$ cat src/rtl/imm_materializer.sv
// -----------------------------------------------------------------------------
// imm_materializer
//
// Turns a 32-bit constant plus a destination register into the shortest MIPS
// I-type sequence that loads it: addiu, ori, lui, or lui followed by ori.
// Destination $0 always produces a single nop. Words are streamed out one per
// handshake.
//
// Ports:
//   clk         system clock, all state on the rising edge
//   reset       asynchronous active-low reset
//   flush       synchronous abort of any sequence in progress
//   req_valid   request present
//   req_ready   block can accept a request (high only in IDLE)
//   req_value   constant to materialise
//   req_rt      destination register number
//   ins_valid   ins_word valid
//   ins_ready   downstream accepts ins_word
//   ins_word    emitted instruction word
//   ins_last    ins_word is the final word of its sequence
//   word_count  words handed off (ins_valid && ins_ready), wraps
// -----------------------------------------------------------------------------
module imm_materializer #(
    parameter int CNT_W = 16
) (
    input  logic             clk,
    input  logic             reset,
    input  logic             flush,
    input  logic             req_valid,
    output logic             req_ready,
    input  logic [31:0]      req_value,
    input  logic [4:0]       req_rt,
    output logic             ins_valid,
    input  logic             ins_ready,
    output logic [31:0]      ins_word,
    output logic             ins_last,
    output logic [CNT_W-1:0] word_count
);

    localparam logic [5:0] OP_ADDIU = 6'h09;
    localparam logic [5:0] OP_ORI   = 6'h0d;
    localparam logic [5:0] OP_LUI   = 6'h0f;

    typedef enum logic [1:0] {IDLE, EMIT1, EMIT2} state_t;

    state_t           state_q, state_d;
    logic [31:0]      value_q, value_d;
    logic [4:0]       rt_q, rt_d;
    logic             two_q, two_d;
    logic             ins_valid_q, ins_valid_d;
    logic [31:0]      ins_word_q, ins_word_d;
    logic             ins_last_q, ins_last_d;
    logic [CNT_W-1:0] cnt_q, cnt_d;

    logic [31:0]      plan_word;
    logic             plan_two;
    logic             handshake;

    // First word of the plan and whether a second (ori) word follows.
    always_comb begin
        plan_word = 32'h0000_0000;
        plan_two  = 1'b0;
        if (req_rt == 5'd0) begin
            plan_word = 32'h0000_0000;
        end else if ((&req_value[31:15]) || !(|req_value[31:15])) begin
            // Value is the sign extension of its low half.
            plan_word = {OP_ADDIU, 5'd0, req_rt, req_value[15:0]};
        end else if (req_value[31:16] == 16'h0000) begin
            plan_word = {OP_ORI, 5'd0, req_rt, req_value[15:0]};
        end else if (req_value[15:0] == 16'h0000) begin
            plan_word = {OP_LUI, 5'd0, req_rt, req_value[31:16]};
        end else begin
            plan_word = {OP_LUI, 5'd0, req_rt, req_value[31:16]};
            plan_two  = 1'b1;
        end
    end

    assign handshake = ins_valid_q && ins_ready;

    always_comb begin
        state_d     = state_q;
        value_d     = value_q;
        rt_d        = rt_q;
        two_d       = two_q;
        ins_valid_d = ins_valid_q;
        ins_word_d  = ins_word_q;
        ins_last_d  = ins_last_q;
        cnt_d       = cnt_q;

        // Handoffs count even when a flush discards the rest of the sequence.
        if (handshake) begin
            cnt_d = cnt_q + CNT_W'(1);
        end

        if (flush) begin
            state_d     = IDLE;
            ins_valid_d = 1'b0;
            ins_last_d  = 1'b0;
        end else begin
            unique case (state_q)
                IDLE: begin
                    if (req_valid) begin
                        value_d     = req_value;
                        rt_d        = req_rt;
                        two_d       = plan_two;
                        ins_word_d  = plan_word;
                        ins_last_d  = !plan_two;
                        ins_valid_d = 1'b1;
                        state_d     = EMIT1;
                    end
                end
                EMIT1: begin
                    if (handshake) begin
                        if (two_q) begin
                            ins_word_d = {OP_ORI, rt_q, rt_q, value_q[15:0]};
                            ins_last_d = 1'b1;
                            state_d    = EMIT2;
                        end else begin
                            ins_valid_d = 1'b0;
                            ins_last_d  = 1'b0;
                            state_d     = IDLE;
                        end
                    end
                end
                EMIT2: begin
                    if (handshake) begin
                        ins_valid_d = 1'b0;
                        ins_last_d  = 1'b0;
                        state_d     = IDLE;
                    end
                end
                default: begin
                    ins_valid_d = 1'b0;
                    ins_last_d  = 1'b0;
                    state_d     = IDLE;
                end
            endcase
        end
    end

    always_ff @(posedge clk or negedge reset) begin
        if (!reset) begin
            state_q     <= IDLE;
            value_q     <= 32'h0000_0000;
            rt_q        <= 5'd0;
            two_q       <= 1'b0;
            ins_valid_q <= 1'b0;
            ins_word_q  <= 32'h0000_0000;
            ins_last_q  <= 1'b0;
            cnt_q       <= '0;
        end else begin
            state_q     <= state_d;
            value_q     <= value_d;
            rt_q        <= rt_d;
            two_q       <= two_d;
            ins_valid_q <= ins_valid_d;
            ins_word_q  <= ins_word_d;
            ins_last_q  <= ins_last_d;
            cnt_q       <= cnt_d;
        end
    end

    assign req_ready  = (state_q == IDLE);
    assign ins_valid  = ins_valid_q;
    assign ins_word   = ins_word_q;
    assign ins_last   = ins_last_q;
    assign word_count = cnt_q;

endmodule

$ cat config.mk
export PLATFORM = sky130hd
export DESIGN_NAME = imm_materializer
export DESIGN_NICKNAME = d
export VERILOG_FILES = /design/src/rtl/imm_materializer.sv
export SDC_FILE = /design/constraint.sdc
export NUM_CORES = 1
export LEC_CHECK = 0
export BUFFER_PORTS_ARGS = -buffer_cell sky130_fd_sc_hd__buf_2
export CAP_MARGIN = 25
export CORE_ASPECT_RATIO = 1.75
export CORE_UTILIZATION = 56
export CTS_BUF_LIST = sky130_fd_sc_hd__clkbuf_16
export DETAILED_ROUTE_END_ITERATION = 8
export GPL_TIMING_DRIVEN = 0
export PLACE_DENSITY_LB_ADDON = 0.05
export REMOVE_ABC_BUFFERS = 1
export SLEW_MARGIN = 20
export SYNTH_ARGS = -nofsm -noshare
export SYNTH_HDL_FRONTEND = slang
export SYNTH_SLANG_ARGS = --single-unit
$ cat constraint.sdc
create_clock -name clk -period 3.3 [get_ports clk]
set_input_delay 0.33 -clock clk [delete_from_list [all_inputs] [get_ports clk]]
set_output_delay 0.33 -clock clk [all_outputs]
set_load 0.02 [all_outputs]
==> out/results.txt, run 1 <==
Status = complete, no violations
Worst Setup Start Kind = flop
GP Congestion = 0.821
Main flop type after synthesis = dfrtp_1
Clk Latency, worst-skew pair = 0.33 ns
Sequential area share after synthesis = 52.0%
Max Slew Vio Count = 0
Routed len/inst = 15.9 µm
First-pass GRT wire length = 13,100 µm
Final setup violation count = 0
Yosys synthesis warning count = 0
Design area = 4210 µm²
Starting DRT DRC Count = 165
FMAX = 442 MHz
CTS Buf Count = 9
Final setup margin = 1.04 ns
Period utilisation layout = 68.5%
IO Pins = 93
Overall Power = 2.73 mW
Synthesized area per cell = 9.70 µm²
CP Class = flop to flop
DIE AREA = 6430 µm²
Avg Vias per Cell = 5.69
Post-DP HPWL = 5790 µm
Routed WL = 8270 µm
Grt ovf = 0
CP Max Fanout = 33
Yosys reg bits = 71
Setup Skew = 0.00506 ns
Hold Vio Cnt, Final = 0
Initial Util = 58.1%
Fraction of registers with async set/reset = 100%
Placed insts = 504
Die height = 105 µm
Num rows = 37
CTS H-tree lvls = 3
Core Footprint = 5880 µm²
CTS tree = yes
# clock sinks = 71
P&R area growth vs syn = 23.2%
I/O Buffers = 90
Final antenna-violating net count = 0
Worst hold path type = primary input to flop
Pre-CTS setup slack = 1.05 ns
Power Dens Cells = 650 nW/µm²
Slew HR = 40.0%
Cell count after synthesis = 352
Critical path arrival = 2.47 ns
EDFF count, synth = 0
GRT Util Overall = 27.7%
Max-Cap Viols = 0
Fillers = 486
Non-Filler Instances = 521
DRC = 0
Crit end category = flop
Initial antenna violation count = 0
Leak = 2.16 nW
Min cycle time layout = 2.26 ns
Via count = 2,964
Setup repair after global routing missed its margin = false
Largest net degree at the start of global routing = 58
Share of layout cells above drive strength 1 = 27.3%
Clk buf depth = 2
Setup Total Neg Slack = 0 ns
Clock root cell = clkbuf_16
DIE WIDTH = 61.0 µm
Hold depth = 3
R2R depth = 6
Count of cell types in the netlist = 39
Worst EP required = 3.51 ns
CTS clk-pin slew, worst paths = 0.06 ns
Max VDD drop = 0.352 mV
Fin nets = 481
N_diodes = 0
Post-synthesis cell area = 3410 µm²
DR pass1 iterations = 4
Number of global-route vias before repair = 2,874
Slew @ Worst Pin = 0.897 ns
Post-Place Cell Area = 3930 µm²
## report_power, final
part / switching, mW / total (mW) / internal [mW]
clock: 0.352 / 0.852 / 0.500
sequential: 0.142 / 1.20 / 1.05
combinational: 0.425 / 0.685 / 0.260
## cells in the final DEF (no fill, tap or decap), types with 3 or more instances in the layout
| cell type | count |
|---|---|
| a21oi_1 | 7 |
| nand3_1 | 9 |
| a22oi_1 | 16 |
| clkbuf_16 | 9 |
| buf_6 | 3 |
| nand4_1 | 8 |
| dfrtp_1 | 71 |
| a21boi_0 | 5 |
| o21ai_1 | 26 |
| o21ai_0 | 22 |
| clkinv_2 | 4 |
| mux2i_1 | 16 |
| nor2_1 | 9 |
| nand2_1 | 88 |
| nor4_1 | 8 |
| xnor2_1 | 13 |
| buf_2 | 89 |
## synth_stat cells (2+ instances only)
cell      instances  share of area (%)
inv_1             2               0.22
a21boi_0          5                1.1
nand3_1           9                1.3
nor2_1            9               0.99
and3_1            2               0.37
and4_1            2               0.51
a31oi_1           2               0.37
mux2i_1          16                4.7
o21ai_0          22                3.2
buf_4             5                1.1
xnor2_1          13                3.3
nand3b_1          2               0.44
nand4_1           8                1.5
xor2_1            2               0.51
nor3_1            2               0.29
a22oi_1          16                3.5
dfrtp_1          71                 52
a21oi_1           7                1.0
and2_1            2               0.37
nand2_1          88                9.7
nor4_1            8                1.5
nor2_2            2               0.37
o21ai_1          26                3.8
buf_2             9                1.3
clkbuf_1          4               0.44
buf_6             5                1.6
## final timing paths
kind / from / to / slack (ns)
max: state_q[1] / ins_word[12] / 1.04
min: req_value[9] / value_q[9] / 0.23
max reg2reg: state_q[1] / ins_word[12] / 1.04
min reg2reg: word_count[15] / word_count[15] / 0.47
max in group asynchronous: reset / rt_q[2] / 2.32
min in group asynchronous: reset / word_count[11] / 0.43
## state kept, by name, indices dropped and copies added (netlist names)
register    count
ins_word       29
value_q        16
word_count     16
rt_q            5
state_q         2
ins_last        1
ins_valid       1
two_q           1
## final cells by class
type | count | area, µm² | share of cell area (%)
multi-input cells | 257 | 1500 | 35.7
clock buffers | 9 | 225 | 5.35
inverters | 2 | 7.51 | 0.178
well taps | 78 | 97.6 | 2.32
repair buffers | 97 | 559 | 13.3
flip-flops and latches | 71 | 1780 | 42.2
clock inverters | 7 | 40.0 | 0.952
## kinds of logic (layout without fill, tap and decap cells)
kind of cell             Yosys count  after routing  share of synthesized area (%)
AO/OA/AOI/OAI                     80             80                           13.5
XOR/XNOR                          15             15                           3.85
adder cells (fa/ha/maj)            1              1                          0.366
buffers and inverters             25            115                           4.73
flip-flops                        71             71                           52.0
multiplexers                      16             16                           4.69
other                              1              2                          0.110
AND/OR/NAND/NOR                  143            143                           20.7
## per-stage QoR
step	hold WS, ns	utilization, %
5_1_grt	0.243	71.5
3_5_place_dp	0.212	66.9
6_report	0.228	71.5
2_1_floorplan	0.0344	-
4_1_cts	0.223	71.5
3_3_place_gp	0.456	64.8
## metal layers
| metal | track usage [%] | vias to the layer above | part of all wire, % |
|---|---|---|---|
| li1 | - | 1396 | - |
| met1 | 31.7 | 1437 | 38 |
| met2 | 48.3 | 120 | 55 |
| met3 | 5.28 | 11 | 5.4 |
| met4 | 10.9 | 0 | 1.5 |
| met5 | 0 | - | 0 |
## worst max-delay path, cell delays in order, from the launching register on
cell,delay (ns)
dfrtp_1,0.52
nand3b_4,0.24
nor3_4,0.75
nor2_4,0.13
buf_12,0.22
a22oi_1,0.17
o21ai_1,0.09
## repair_timing
action | 4_1_cts | 5_1_grt
hold buffers | 1 | 0
hold endpoints to repair | 14 | 0
resized for setup | 0 | 0
setup buffers | 0 | 0
Power figures use the tool's default switching activity.
==> run 2: changes to the inputs <==
--- a/config.mk
+++ b/config.mk
@@ -8,7 +8,7 @@
 export BUFFER_PORTS_ARGS = -buffer_cell sky130_fd_sc_hd__buf_2
 export CAP_MARGIN = 25
 export CORE_ASPECT_RATIO = 1.75
-export CORE_UTILIZATION = 56
+export CORE_UTILIZATION = 52
 export CTS_BUF_LIST = sky130_fd_sc_hd__clkbuf_16
 export DETAILED_ROUTE_END_ITERATION = 8
 export GPL_TIMING_DRIVEN = 0
==> constraint.sdc (replaced) <==
create_clock -name clk -period 2.1 [get_ports clk]
set_input_delay 0.21 -clock clk [delete_from_list [all_inputs] [get_ports clk]]
set_output_delay 0.21 -clock clk [all_outputs]
set_load 0.02 [all_outputs]
==> out/results.txt, run 2 (synthesis gave the netlist of run 1 again) <==
Most frequent cells in the layout = buf_2, nand2_1, dfrtp_1, o21ai_1, o21ai_0
Setup repair after global routing missed its margin = false
Slew HR = 53.3% (+13 points)
First-pass GRT wire length = 13,000 µm (about the same)
Initial antenna violation count = 0 (unchanged)
Number of global-route vias before repair = 2,704 (-5.9%)
CP Class = flop to flop
DIE AREA = 6910 µm² (+7.5%)
Post-Place Cell Area = 3920 µm² (-0.41%)
CTS tree = yes
Crit Reg-Reg Startpoint = state_q[0]
Num rows = 38 (+2.7%)
Routed WL = 7970 µm (-3.6%)
Most common cell after layout, fill and taps aside = buf_2
Max VDD drop = 0.657 mV (+87%)
I/O Buffers = 90 (unchanged)
CTS clk-pin slew, worst paths = 0.05 ns (about the same)
Power Dens Cells = 1010 nW/µm² (+55%)
Post-DP HPWL = 5620 µm (-3.1%)
Hold depth = 3 (unchanged)
Setup Skew = 0.00370 ns (-0.00136 ns)
Initial Util = 54.4% (-3.7 points)
GRT Util Overall = 24.8% (-2.9 points)
Multi-input logic area = 1500 µm² (unchanged)
Slew @ Worst Pin = 0.699 ns (-0.198 ns)
IO Pins = 93 (unchanged)
Max Slew Vio Count = 0 (unchanged)
Avg Vias per Cell = 5.50 (-3.3%)
CTS Buf Count = 9 (unchanged)
R2R depth = 6 (unchanged)
Design area = 4190 µm² (-0.42%)
Hold path start = req_value[10]
Final antenna-violating net count = 0 (unchanged)
Worst Hold Path EP = value_q[10]
Status = complete, no violations
Hold Vio Cnt, Final = 0 (unchanged)
CTS H-tree lvls = 3 (unchanged)
DIE WIDTH = 63.3 µm (+3.7%)
DRC = 0 (unchanged)
CP Max Fanout = 21 (-36%)
Max-Cap Viols = 0 (unchanged)
Worst hold path type = primary input to flop
Clk Latency, worst-skew pair = 0.32 ns (about the same)
# clock sinks = 71 (unchanged)
Die height = 109 µm (+3.7%)
WHS = 0.113 ns (-0.115 ns)
Fillers = 539 (+11%)
Routed len/inst = 15.2 µm (-4.0%)
GP Congestion = 0.742 (-9.7%)
DR pass1 iterations = 5 (+1)
Final setup margin = 0.196 ns (-0.842 ns)
Via count = 2,876 (-3.0%)
FMAX = 525 MHz (+19%)
Reg-to-reg slack, setup = 0.20 ns (-0.84 ns)
Crit end category = flop
Pre-CTS setup slack = -0.262 ns (-1.32 ns)
Clock root cell = clkbuf_16
Leak = 2.17 nW (+0.37%)
Largest net degree at the start of global routing = 43 (-26%)
Worst EP required = 2.30 ns (-1.21 ns)
Sequential cell area = 1780 µm² (unchanged)
Final setup violation count = 0 (unchanged)
Share of layout cells above drive strength 1 = 26.4% (-0.90 points)
Worst Setup Start Kind = flop
Max reg flops = 29 (unchanged)
Min cycle time layout = 1.90 ns (-0.358 ns)
Clk buf depth = 2 (unchanged)
Fin nets = 482 (+0.21%)
Overall Power = 4.21 mW (+54%)
Reg-to-Reg End = ins_word[14]
Period utilisation layout = 90.7% (+22 points)
Critical path arrival = 2.10 ns (-0.37 ns)
Core Footprint = 6280 µm² (+6.7%)
N_diodes = 0 (unchanged)
Grt ovf = 0 (unchanged)
Starting DRT DRC Count = 175 (+6.1%)
P&R area growth vs syn = 22.7%
==> run 2: cell count changes in the layout (fill, tap and decap cells not counted), sizes merged <==
cell	before	now
clkinv	6	2
buf	96	97
clkinvlp	1	0
inv	2	6
==> run 2: cell type report <==
class / instances / area share [%]
clock buffers: 9 / 5.38
multi-input cells: 257 / 35.8
clock inverters: 6 / 0.568
well taps: 80 / 2.39
repair buffers: 98 / 13.3
flip-flops and latches: 71 / 42.4
inverters: 2 / 0.179
==> run 2: how the worst max path moves through the flow <==
stage / start / depth (start not counted) / to / slack [ns]
6_report: state_q[0] / 6 / ins_word[14] / 0.20
5_1_grt: state_q[0] / 6 / ins_word[14] / 0.09
4_1_cts: state_q[0] / 6 / ins_word[14] / 0.22
3_5_place_dp: state_q[1] / 6 / ins_word[14] / -0.26
3_3_place_gp: state_q[1] / 4 / ins_word[3] / -1.34
2_1_floorplan: state_q[1] / 4 / ins_word[7] / -0.34
==> run 2: worst max-delay path, cell delays in order, from the launching register on <==
cell,delay [ns]
dfrtp_1,0.51
nor4b_4,0.40
buf_4,0.28
nor2_4,0.14
buf_16,0.19
a22oi_1,0.15
o21ai_1,0.11
==> run 2: power breakdown <==
part | internal (mW) | switching (mW) | total, mW | leakage [nW]
sequential | 1.66 | 0.216 | 1.87 | 0.881
combinational | 0.406 | 0.660 | 1.07 | 1.15
clock | 0.767 | 0.506 | 1.27 | 0.138
==> run 2: routing by layer <==
metal,vias up,GRT usage [%],wire [µm]
met5,-,0,0
met4,0,10.9,147
met3,10,5.75,388
met2,113,41.2,4110
met1,1361,30.6,3320
li1,1392,-,-
==> run 2: through the flow <==
stage          TNS [ns]  util, %  instances
2_1_floorplan     -8.33        -        330
3_3_place_gp     -42.77     60.8        500
3_5_place_dp      -4.03     62.4        505
4_1_cts               0     66.7        523
5_1_grt               0     66.7        523
6_report              0     66.7        523
==> run 2: what timing repair did <==
item,4_1_cts,5_1_grt
setup endpoints to repair,22,0
gates resized for setup,0,0
hold endpoints to repair,29,0
setup buffers,2,0
hold buffers,1,0
==> run 3: changes to the inputs <==
--- a/config.mk
+++ b/config.mk
@@ -5,10 +5,11 @@
 export SDC_FILE = /design/constraint.sdc
 export NUM_CORES = 1
 export LEC_CHECK = 0
+export ABC_AREA = 1
 export BUFFER_PORTS_ARGS = -buffer_cell sky130_fd_sc_hd__buf_2
 export CAP_MARGIN = 25
 export CORE_ASPECT_RATIO = 1.75
-export CORE_UTILIZATION = 52
+export CORE_UTILIZATION = 53
 export CTS_BUF_LIST = sky130_fd_sc_hd__clkbuf_16
 export DETAILED_ROUTE_END_ITERATION = 8
 export GPL_TIMING_DRIVEN = 0
==> out/results.txt, run 3 <==
DR pass1 iterations = 5 (unchanged)
Synthesized area per cell = 8.06 µm² (-17%)
DIE WIDTH = 64.9 µm (+2.6%)
P&R area growth vs syn = 22.1%
Worst Setup Start Kind = flop
Max reg flops = 29 (unchanged)
Commonest cells post-synth = nand2_1, dfrtp_1, nor2_1
Hold path start = req_rt[2]
CP Class = flop to flop
Max VDD drop = 0.666 mV (+1.3%)
EDFF count, synth = 0 (unchanged)
Setup Skew = 0.00430 ns (+0.000600 ns)
Yosys reg bits = 71 (unchanged)
Status = complete, no violations
Fin nets = 586 (+22%)
FMAX = 527 MHz (+0.40%)
Final setup violation count = 0 (unchanged)
IO Pins = 93 (unchanged)
Min cycle time layout = 1.90 ns (-0.00767 ns)
Share of layout cells above drive strength 1 = 25.2% (-1.2 points)
Hold Vio Cnt, Final = 0 (unchanged)
Via count = 3,247 (+13%)
Die height = 112 µm (+2.6%)
Crit path from = state_q[0]
Crit end category = flop
# clock sinks = 71 (unchanged)
Most frequent cell after synthesis = nand2_1
Largest net degree at the start of global routing = 55 (+28%)
First-pass GRT wire length = 14,200 µm (+9.0%)
Post-synth top area cell = dfrtp_1
Yosys synthesis warning count = 0 (unchanged)
Leak = 2.42 nW (+11%)
Synth area leaders = dfrtp_1, nand2_1, nand3_1
I/O Buffers = 90 (unchanged)
Count of cell types in the netlist = 33 (-15%)
Yosys top cell area share = 48.4% (-3.6 points)
Initial Util = 55.7% (+1.3 points)
Most frequent cells in the layout = nand2_1, buf_2, dfrtp_1, nor2_1, inv_1
Num rows = 39 (+2.6%)
Clk Latency, worst-skew pair = 0.33 ns (about the same)
GP Congestion = 0.779 (+5.1%)
Max Slew Vio Count = 0 (unchanged)
Main flop type after synthesis = dfrtp_1
DRC = 0 (unchanged)
Fraction of registers with async set/reset = 100% (unchanged)
Power Dens Cells = 1040 nW/µm² (+3.8%)
CP Max Fanout = 45 (+110%)
Clock root cell = clkbuf_16
Post-DP HPWL = 5940 µm (+5.8%)
DIE AREA = 7270 µm² (+5.3%)
Critical path arrival = 2.11 ns (about the same)
Core Footprint = 6590 µm² (+5.0%)
Number of global-route vias before repair = 3,163 (+17%)
CTS Buf Count = 9 (unchanged)
Setup repair after global routing missed its margin = false
Crit Reg-Reg Startpoint = state_q[0]
Max-Cap Viols = 0 (unchanged)
Sequential area share after synthesis = 48.4% (-3.6 points)
Final antenna-violating net count = 0 (unchanged)
Final setup margin = 0.204 ns (+0.00767 ns)
Most common cell after layout, fill and taps aside = nand2_1
Period utilisation layout = 90.3% (-0.37 points)
Grt ovf = 0 (unchanged)
CTS clk-pin slew, worst paths = 0.05 ns (about the same)
Avg Vias per Cell = 5.15 (-6.3%)
Initial antenna violation count = 0 (unchanged)
N_diodes = 0 (unchanged)
Routed len/inst = 13.9 µm (-8.5%)
Post-synthesis cell area = 3670 µm² (+7.4%)
Starting DRT DRC Count = 239 (+37%)
Clk buf depth = 2 (unchanged)
Worst hold path type = primary input to flop
GRT Util Overall = 25.7% (+0.89 points)
CTS tree = yes
Setup Total Neg Slack = 0 ns (unchanged)
Cell count after synthesis = 455 (+29%)
Worst EP required = 2.31 ns (about the same)
Pre-CTS setup slack = 0.0769 ns (+0.339 ns)
Routed WL = 8780 µm (+10%)
CTS H-tree lvls = 3 (unchanged)
-- run 3: power breakdown --
group / total (mW) / switching [mW] / internal [mW]
Clock: 1.57 / 0.551 / 1.02
Sequential: 1.90 / 0.219 / 1.68
Combinational: 1.20 / 0.793 / 0.411
-- run 3: cell type report --
class / instances / area [µm²]
clock buffer: 9 / 225
clock inverter: 7 / 80.1
fill: 587 / 2110
inverter: 56 / 224
multi-input combinational: 313 / 1580
sequential: 71 / 1780
tap: 82 / 103
timing repair buffer: 92 / 490
-- run 3: cells by family (layout without fill, tap and decap cells) --
family	count (synthesis)	in the layout	share of synthesized area [%]
xor+xnor	15	15	3.58
buf+inv	73	164	8.90
fa+ha+maj	1	1	0.341
compound gates	65	65	10.4
other cells	1	2	0.102
flops	71	71	48.4
simple gates	229	230	28.2
-- run 3: worst paths after layout --
| path | to | slack (ns) | depth (start not counted) |
|---|---|---|---|
| min reg2reg | rt_q[4] | 0.47 | 2 |
| max in group asynchronous | ins_word[25] | 1.27 | 3 |
| min in group asynchronous | word_count[2] | 0.30 | 2 |
| max | ins_word[18] | 0.20 | 8 |
| max reg2reg | ins_word[18] | 0.20 | 8 |
| min | rt_q[2] | 0.13 | 3 |
-- run 3: layer usage --
layer	wire length [µm]	track usage, %	vias to the layer above	part of all wire, %
met5	0	0	-	0
met4	182	12.0	0	2.1
met3	306	3.96	14	3.5
met2	4820	45.8	83	55
met1	3480	29.2	1538	40
li1	-	-	1612	-
-- run 3: critical path: stages (launching register included) --
cell and delay [ns]:
dfrtp_1 0.42, nor2_2 0.19, nand2_2 0.10, nor2_4 0.17
inv_4 0.20, nand2_8 0.20, inv_4 0.17, a21oi_1 0.22
a21oi_1 0.09
-- run 3: metrics by stage --
step	util (%)	cells	hold WS (ns)	power [mW]	instance area [µm²]
5_1_grt	68.0	630	0.146	4.90	4480
6_report	68.0	630	0.128	4.67	4480
2_1_floorplan	-	439	-0.0856	2.66	3560
4_1_cts	67.7	629	0.126	4.70	4460
3_3_place_gp	62.5	611	0.454	3.08	4120
3_5_place_dp	63.0	612	0.109	3.12	4150
-- run 3: what timing repair did --
| action | in CTS | in global routing |
|---|---|---|
| endpoints found under the setup margin | 0 | 13 |
| hold endpoints to repair | 17 | 0 |
| hold buffers | 1 | 0 |
| setup buffers | 0 | 0 |
| gates resized for setup | 0 | 2 |
